[src/rtl/fft_stage_sequencer.sv]
// fft_stage_sequencer: issues radix-2 DIT in-place FFT butterfly descriptors stage by stage.
// Optional bit-reverse load phase enabled by defining FFT_SEQ_BITREV_LOAD_EN.
// Ports:
//   clk, rst                 clock, asynchronous active-high reset
//   start, n_pts, abort      control from CSR logic (n_pts = transform size N)
//   bf_valid/bf_ready        descriptor handshake: addr_a, addr_b, tw_k, tw_n, stage, last_in_stage
//   drain_done               writeback of issued butterflies complete (sampled in DRAIN)
//   busy, done, err          status; done/err are one-cycle pulses
//   load_valid/load_ready    bit-reverse load channel: load_addr, load_rev
module fft_stage_sequencer #(
    parameter int MAX_N       = 32,
    parameter int ADDR_WIDTH  = $clog2(MAX_N),
    parameter int STAGE_WIDTH = $clog2(ADDR_WIDTH + 1)
) (
    input  logic                   clk,
    input  logic                   rst,
    input  logic                   start,
    input  logic [ADDR_WIDTH:0]    n_pts,
    input  logic                   abort,
    output logic                   bf_valid,
    input  logic                   bf_ready,
    output logic [ADDR_WIDTH-1:0]  addr_a,
    output logic [ADDR_WIDTH-1:0]  addr_b,
    output logic [ADDR_WIDTH-1:0]  tw_k,
    output logic [ADDR_WIDTH:0]    tw_n,
    output logic [STAGE_WIDTH-1:0] stage,
    output logic                   last_in_stage,
    input  logic                   drain_done,
    output logic                   busy,
    output logic                   done,
    output logic                   err,
    output logic                   load_valid,
    input  logic                   load_ready,
    output logic [ADDR_WIDTH-1:0]  load_addr,
    output logic [ADDR_WIDTH-1:0]  load_rev
);
`ifdef FFT_SEQ_BITREV_LOAD_EN
    typedef enum logic [2:0] {IDLE, LOAD, RUN, DRAIN, DONE} state_t;
`else
    typedef enum logic [2:0] {IDLE, RUN, DRAIN, DONE} state_t;
`endif
    localparam logic [ADDR_WIDTH:0] ONE  = (ADDR_WIDTH + 1)'(1);
    localparam logic [ADDR_WIDTH:0] NMAX = (ADDR_WIDTH + 1)'(MAX_N);
    state_t                 state_q, state_d;
    logic [ADDR_WIDTH:0]    n_q, n_d, tn_q, tn_d;
    logic [STAGE_WIDTH-1:0] l_q, l_d, s_q, s_d, lg;
    logic [ADDR_WIDTH-1:0]  j_q, j_d, a_q, a_d, b_q, b_d, k_q, k_d, half_d, pos_d;
    logic                   bf_valid_q, bf_valid_d, last_q, last_d, done_q, done_d;
    logic                   err_q, err_d, busy_q, ok, upd;
`ifdef FFT_SEQ_BITREV_LOAD_EN
    logic                   ld_valid_q, ld_valid_d;
    logic [ADDR_WIDTH-1:0]  ld_addr_q, ld_addr_d, ld_rev_q, ld_rev_d, rev;
`endif
    always_comb begin
        state_d    = state_q;
        n_d        = n_q;
        l_d        = l_q;
        s_d        = s_q;
        j_d        = j_q;
        bf_valid_d = bf_valid_q;
        done_d     = 1'b0;
        err_d      = 1'b0;
`ifdef FFT_SEQ_BITREV_LOAD_EN
        ld_valid_d = ld_valid_q;
        ld_addr_d  = ld_addr_q;
        rev        = '0;
`endif
        lg = '0;
        for (int i = 0; i <= ADDR_WIDTH; i++) if (n_pts[i]) lg = STAGE_WIDTH'(i);
        ok = (|n_pts[ADDR_WIDTH:1]) && (n_pts <= NMAX) && ((n_pts & (n_pts - ONE)) == '0);
        case (state_q)
            IDLE: if (start) begin
                if (ok) begin
                    n_d = n_pts;
                    l_d = lg;
                    s_d = '0;
                    j_d = '0;
`ifdef FFT_SEQ_BITREV_LOAD_EN
                    state_d    = LOAD;
                    ld_valid_d = 1'b1;
                    ld_addr_d  = '0;
`else
                    state_d    = RUN;
                    bf_valid_d = 1'b1;
`endif
                end else err_d = 1'b1;
            end
`ifdef FFT_SEQ_BITREV_LOAD_EN
            LOAD: if (ld_valid_q && load_ready) begin
                if (ld_addr_q == ADDR_WIDTH'(n_q - ONE)) begin
                    state_d    = RUN;
                    ld_valid_d = 1'b0;
                    bf_valid_d = 1'b1;
                end else ld_addr_d = ld_addr_q + ADDR_WIDTH'(1);
            end
`endif
            RUN: if (bf_valid_q && bf_ready) begin
                if (last_q) begin
                    state_d    = DRAIN;
                    bf_valid_d = 1'b0;
                end else j_d = j_q + ADDR_WIDTH'(1);
            end
            DRAIN: if (drain_done) begin
                if (s_q == l_q - STAGE_WIDTH'(1)) begin
                    state_d = DONE;
                    done_d  = 1'b1;
                end else begin
                    state_d    = RUN;
                    s_d        = s_q + STAGE_WIDTH'(1);
                    j_d        = '0;
                    bf_valid_d = 1'b1;
                end
            end
            default: state_d = IDLE;
        endcase
        if (abort && state_q != IDLE) begin
            state_d    = IDLE;
            bf_valid_d = 1'b0;
            done_d     = 1'b0;
`ifdef FFT_SEQ_BITREV_LOAD_EN
            ld_valid_d = 1'b0;
`endif
        end
        // Descriptor registers are loaded from the next (s, j) only while RUN is
        // the next state, so they hold during stalls and keep reset values until used.
        upd    = state_d == RUN;
        half_d = ADDR_WIDTH'(1) << s_d;
        pos_d  = j_d & (half_d - ADDR_WIDTH'(1));
        a_d    = upd ? (((j_d >> s_d) << (s_d + STAGE_WIDTH'(1))) | pos_d) : a_q;
        b_d    = upd ? (a_d | half_d) : b_q;
        k_d    = upd ? pos_d : k_q;
        tn_d   = upd ? ((ADDR_WIDTH + 1)'(2) << s_d) : tn_q;
        last_d = upd && (j_d == ADDR_WIDTH'((n_d >> 1) - ONE));
`ifdef FFT_SEQ_BITREV_LOAD_EN
        // Reverse over the full width, then shift down so only L bits remain.
        for (int b = 0; b < ADDR_WIDTH; b++) rev[b] = ld_addr_d[ADDR_WIDTH-1-b];
        ld_rev_d = rev >> (STAGE_WIDTH'(ADDR_WIDTH) - l_d);
`endif
    end
    always_ff @(posedge clk or posedge rst) begin
        if (rst) begin
            state_q    <= IDLE;
            n_q        <= '0;
            l_q        <= '0;
            s_q        <= '0;
            j_q        <= '0;
            a_q        <= '0;
            b_q        <= '0;
            k_q        <= '0;
            tn_q       <= '0;
            bf_valid_q <= 1'b0;
            last_q     <= 1'b0;
            done_q     <= 1'b0;
            err_q      <= 1'b0;
            busy_q     <= 1'b0;
`ifdef FFT_SEQ_BITREV_LOAD_EN
            ld_valid_q <= 1'b0;
            ld_addr_q  <= '0;
            ld_rev_q   <= '0;
`endif
        end else begin
            state_q    <= state_d;
            n_q        <= n_d;
            l_q        <= l_d;
            s_q        <= s_d;
            j_q        <= j_d;
            a_q        <= a_d;
            b_q        <= b_d;
            k_q        <= k_d;
            tn_q       <= tn_d;
            bf_valid_q <= bf_valid_d;
            last_q     <= last_d;
            done_q     <= done_d;
            err_q      <= err_d;
            busy_q     <= state_d != IDLE;
`ifdef FFT_SEQ_BITREV_LOAD_EN
            ld_valid_q <= ld_valid_d;
            ld_addr_q  <= ld_addr_d;
            ld_rev_q   <= ld_rev_d;
`endif
        end
    end
    assign bf_valid      = bf_valid_q;
    assign addr_a        = a_q;
    assign addr_b        = b_q;
    assign tw_k          = k_q;
    assign tw_n          = tn_q;
    assign stage         = s_q;
    assign last_in_stage = last_q;
    assign busy          = busy_q;
    assign done          = done_q;
    assign err           = err_q;
`ifdef FFT_SEQ_BITREV_LOAD_EN
    assign load_valid = ld_valid_q;
    assign load_addr  = ld_addr_q;
    assign load_rev   = ld_rev_q;
`else
    logic unused_load_ready;
    assign unused_load_ready = load_ready;
    assign load_valid = 1'b0;
    assign load_addr  = '0;
    assign load_rev   = '0;
`endif
endmodule
[config.mk]
export PLATFORM = sky130hd
export DESIGN_NAME = fft_stage_sequencer
export DESIGN_NICKNAME = d
export VERILOG_FILES = /design/src/rtl/fft_stage_sequencer.sv
export SDC_FILE = /design/constraint.sdc
export NUM_CORES = 1
export LEC_CHECK = 0
export BUFFER_PORTS_ARGS = -buffer_cell sky130_fd_sc_hd__buf_4
export CORE_MARGIN = 1
export CORE_UTILIZATION = 56
export DETAILED_ROUTE_END_ITERATION = 7
export PLACE_DENSITY = 0.81
export SYNTH_ARGS = -nofsm -noshare
export SYNTH_HDL_FRONTEND = slang
export SYNTH_SLANG_ARGS = --single-unit
export TNS_END_PERCENT = 30
[constraint.sdc]
create_clock -name clk -period 4.25 [get_ports clk]
set_input_delay 0.2125 -clock clk [delete_from_list [all_inputs] [get_ports clk]]
set_output_delay 0.2125 -clock clk [all_outputs]
set_load 0.05 [all_outputs]
Word level (Yosys, flattened, before mapping)

Cells that the tools add are included.

Add/subtract/negate cells: 7
$lt $le $gt $ge: 1
Equality and inequality tests: 11
Shifts and indexed selects: 4
Muxes and demuxes: 44
Bitwise operators: 4
Reduce and logical (&&, ||, !) cells: 13

Operator list:

| kind                                              | number |
|---|---|
| 2-to-1 mux 3 bit                                  | 13 |
| 2-to-1 mux 5 bit                                  | 7 |
| 2-to-1 mux 6 bit                                  | 3 |
| != test 3 bit (second input constant)             | 6 |
| 2-to-1 mux 1 bit                                  | 15 |
| case mux 5 bit (3 select lines)                   | 1 |
| OR 5 bit                                          | 2 |
| subtractor 5 x 1 -> 5 bit (second input constant) | 2 |
| case mux 3 bit (3 select lines)                   | 1 |
| AND reduction 7 bit                               | 1 |
| adder 3 x 1 -> 3 bit (second input constant)      | 2 |
| AND 6 bit                                         | 1 |
| == test 3 x 1 -> 1 bit (second input constant)    | 2 |
| <= comparator 6 bit (second input constant)       | 1 |
| logical NOT 6 bit                                 | 1 |
| case mux 3 bit (2 select lines)                   | 1 |
| nonzero test 3 bit                                | 2 |
| << shifter 2 x 3 -> 6 bit (first input constant)  | 1 |
| subtractor 6 x 1 -> 6 bit (second input constant) | 1 |
| adder 5 x 1 -> 5 bit (second input constant)      | 1 |
| AND 5 bit                                         | 1 |
| == test 5 bit                                     | 1 |
| logical AND 1 bit                                 | 5 |
| OR reduction 5 bit                                | 1 |
| 11 further kinds                                  | 12 |

Flip-flop bits (word level): 46
Input port bits: 13
Word-level logic and storage cells: 99

Depth between registers and ports, before layout

Depth after elaboration: 13
Gate-level depth with buffers: 15
Mapped depth without buffers: 14

Worst setup path before layout

Ideal clock, no wire load.

Path type: register to register
Start point: register s_q[2] (netlist: stage[2])
End point: register b_q[2] (netlist: addr_b[2])
Setup time: 0.142 ns
Arrival: 2.962 ns
Slack: 1.146 ns
Stages on the path, launching flop included: 14
Path buffers: 1
Path through: dfrtp_1 -> xnor3_1 -> a31oi_1 -> nand2b_1 -> o21a_1 -> buf_6 -> inv_2 -> ha_1 -> ha_1 -> nand2_1 -> nor3_1 -> and3_1 -> a311oi_2 -> a31oi_1

Longest elaborated chain between the ends: 10

Ends and longest elaborated chain:

| what                              | RTL line | RTL |
|---|---|---|
| start: declaration                | 46       | `logic [STAGE_WIDTH-1:0] l_q, l_d, s_q, s_d, lg;` |
| start signal: assignment          | 145      | `s_q <= '0;` |
| start signal: assignment          | 165      | `s_q <= s_d;` |
| == test 3 bit *                   | 104      | `if (s_q == l_q - STAGE_WIDTH'(1)) begin` |
| 2-to-1 mux 3 bit *                | 104      |  |
| 2-to-1 mux 3 bit *                | 103      | `DRAIN: if (drain_done) begin` |
| case mux 3 bit (2 select lines) * | 71       | `case (state_q)` |
| named net s_d[0]                  | 46       |  |
| << shifter 1 x 3 -> 5 bit         | 127      | `half_d = ADDR_WIDTH'(1) << s_d;` |
| subtractor 5 x 1 -> 5 bit         | 128      | `pos_d = j_d & (half_d - ADDR_WIDTH'(1));` |
| AND 5 bit                         | 128      |  |
| OR 5 bit                          | 129      | `a_d = upd ? (((j_d >> s_d) << (s_d + STAGE_WIDTH'(1))) \| pos_d) : a_q;` |
| 2-to-1 mux 5 bit                  | 129      |  |
| OR 5 bit *                        | 130      | `b_d = upd ? (a_d \| half_d) : b_q;` |
| end signal: assignment            | 148      | `b_q <= '0;` |
| end signal: assignment            | 168      | `b_q <= b_d;` |
| end: declaration                  | 47       | `logic [ADDR_WIDTH-1:0] j_q, j_d, a_q, a_d, b_q, b_d, k_q, k_d, half_d, pos_d;` |

The timed path passes the listed nets; every way through them passes the cells marked *.
A chain may end at the register's enable or synchronous reset.

Worst setup path in the final report

Start point: register l_q[0]
End point: register b_q[2] (netlist: addr_b[2])

Longest elaborated chain between the ends: 11

Ends and longest elaborated chain:

| what                              | RTL line | RTL |
|---|---|---|
| start: declaration                | 46       |  |
| start signal: assignment          | 164      | `l_q <= l_d;` |
| subtractor 3 x 1 -> 3 bit *       | 104      |  |
| == test 3 bit *                   | 104      |  |
| 2-to-1 mux 3 bit *                | 104      |  |
| 2-to-1 mux 3 bit *                | 103      |  |
| case mux 3 bit (2 select lines) * | 71       |  |
| named net s_d[0]                  | 46       |  |
| << shifter 1 x 3 -> 5 bit         | 127      |  |
| subtractor 5 x 1 -> 5 bit         | 128      |  |
| AND 5 bit                         | 128      |  |
| OR 5 bit                          | 129      |  |
| 2-to-1 mux 5 bit                  | 129      |  |
| OR 5 bit *                        | 130      |  |

Marked as above.

==> results.cfg <==
[timing]
fin_crit_sh_pct = 84.1
tns_ns = 0
rsz0062_at_grt = no
setup_violations = 0
slew_headroom_pct = 55.7
clock_skew_ns = 0.00996
tightest_slew_ns = 0.665
min_period_ns = 3.57
hold_viol_final = 0
drv_slew = 0
fmax_mhz = 280

[die]
die_w_um = 72.5
io_pins = 53
rows = 25
dieArea_um2 = 5260
core_area_um2 = 4750
initial_core_util_pct = 58.6
die_h_um = 72.5

[clock_network]
cts_tree = done
clock_latency_ns = 0.31
numCtsBuffers = 5
cts_setup_buffers = 0
clockBufferDepth = 2
cts_resized = 0
path_clk_slew_ns = 0.09
cts.sinks = 44
h-tree-depth = 2
cts_hold_buf = 0
root_buffer = clkbuf_8

[pwr]
leakage_nw = 1.52
power_density_nw_per_um2 = 345
ir_drop_v = 0.000210
power_w = 0.00110

[layout]
num_antenna_cells = 0
final_common_cell = dfrtp_1
fin_area_um2 = 3180
ff_latch_area_um2 = 1100
drive_above_1_share_pct = 19.4
fin_cells = 408
multi_input_area_um2 = 1530
fin_nets = 363
layout_common_cells = dfrtp_1, buf_4, nand2_1
fillers = 417
fin_util_pct = 66.8
syn_to_final_growth_pct = 14.0

[drt]
ant_nets = 0
vias = 2242
drc_errors = 0
first_pass_iters = 4
wire_per_inst_um = 14.3
viasPerCell = 5.50
wl_um = 5830
drt_iter0_drc = 108

[placed_design]
gp_congestion = 0.872
dpl.hpwl_um = 4360
placed_area_um2 = 3080
placed_cells = 400
portBuffers = 39

[synthesis]
synth-xor-area-share_pct = 5.70
syn_area_per_cell_um2 = 9.23
synth_edf_count = 0
syn_inst = 302
synthFlopType = dfrtp_1
syn-cell-area_um2 = 2790
yosys.area_share.simple_pct = 20.4
synth_top_family_by_area = simple AND/OR/NAND/NOR gates
yosys_register_bits = 44
synthArstFlopShare_pct = 100
yosysSeqAreaShare_pct = 39.5
synth_cell_types = 67
synthMuxAreaShare_pct = 2.38
synth_compound_area_share_pct = 19.7
synth_fa_ha_area_share_pct = 4.85
yosysWarnings = 0

[grt]
grt_pass1_vias = 2045
grt_pass1_wl_um = 9910
grt_use_total_pct = 24.6
grt_antenna_before_repair = 0
grt.overflow.total = 0
grt_max_degree = 45

[setup_path]
end_kind = flip-flop
critPathRequiredTime_ns = 4.40
rr_worst_depth = 14
cp_max_fo = 10
start_kind = flip-flop
crit_type = reg -> reg
arrival_ns = 3.72

[flow_run]
cap_violations = 0

[status]
status = finished, final reports clean

[worst_hold_path]
hold_path.class = in -> async
[cell type report]
type                            instances  area share (%)
Sequential cell                        44            34.7
Clock inverter                          1           0.236
Timing Repair Buffer                   41            9.69
Clock buffer                            7            2.72
Tap cell                               67            2.64
Multi-Input combinational cell        233            48.3
Inverter                               15            1.77
[flip-flops by register name, indices dropped and copies added, names as in the netlist]
register / cells
addr_b: 5
tw_k: 5
err: 1
addr_a: 5
j_q: 5
l_q: 3
stage: 3
bf_valid: 1
busy: 1
n_q: 5
done: 1
tw_n: 5
last_in_stage: 1
state_q: 3
[worst max-delay path, stage by stage (launching register included)]
cell and delay, ns:
dfrtp_1 0.41, inv_1 0.07, ha_1 0.17, xnor3_1 0.42, a31oi_1 0.27, nand2b_1 0.15, o21a_1 0.35, inv_2 0.13
ha_1 0.22, ha_1 0.33, nand2_1 0.17, nor3_1 0.09, and3_1 0.22, a311oi_2 0.29, a31oi_1 0.12
[cell usage after synthesis, types with 4 or more instances]
cell type	count	share of area (%)
nand2b_1	4	0.90
nor3_1	4	0.72
mux2i_1	4	1.4
nand3_1	11	2.0
nand4_1	4	0.90
ha_1	10	4.5
a31oi_1	7	1.6
xnor2_1	7	2.2
nor2_1	23	3.1
dfrtp_1	44	40
buf_4	12	3.2
a21oi_1	15	2.7
nand2_1	40	5.4
inv_1	12	1.6
o21ai_0	11	2.0
nor2b_1	6	1.3
o211ai_1	5	1.3
a21o_1	4	1.1
clkbuf_1	4	0.54
buf_2	4	0.72
xor2_1	6	1.9
[power breakdown]
| group | internal (W) | total (W) | switching, W |
|---|---|---|---|
| sequential | 0.000460 | 0.000488 | 0.0000275 |
| clock | 0.000132 | 0.000275 | 0.000143 |
| combinational | 0.000117 | 0.000334 | 0.000217 |
[kinds of logic after synthesis]
kind of cell,Yosys count
and+or+nand+nor,114
AOI/OAI and AO/OA,74
DFF,44
buffers and inverters,37
xor gates and xnor gates,15
adders and majority gates,11
muxes,6
other,1
[layer usage]
metal | vias to the layer above | share of wire, % | wire length [µm] | GRT usage (%)
li1 | 1129 | - | - | -
met1 | 1061 | 49 | 2880 | 35.8
met2 | 45 | 46 | 2670 | 37.1
met3 | 7 | 3.6 | 210 | 4.44
met4 | 0 | 1.3 | 76 | 8.06
met5 | - | 0 | 0 | 0
[worst paths after layout]
path                         start          to  slack [ns]
max in group asynchronous      rst      l_q[1]        3.83
setup reg to reg            l_q[0]   addr_b[2]        0.68
min in group clk             abort  state_q[1]        0.12
setup / recovery            l_q[0]   addr_b[2]        0.68
hold reg to reg            tw_k[0]     tw_k[0]        0.48
hold / removal                 rst     tw_n[2]        0.04
[per-stage QoR]
| step | worst slack (ns) | hold WS (ns) |
|---|---|---|
| 2_1_floorplan | 1.15 | 0.286 |
| 3_3_place_gp | 0.789 | 0.385 |
| 3_5_place_dp | 0.694 | 0.384 |
| 4_1_cts | 0.681 | 0.0510 |
| 5_1_grt | 0.369 | 0.112 |
| 6_report | 0.676 | 0.0403 |
(Power assumes the default switching activity.)
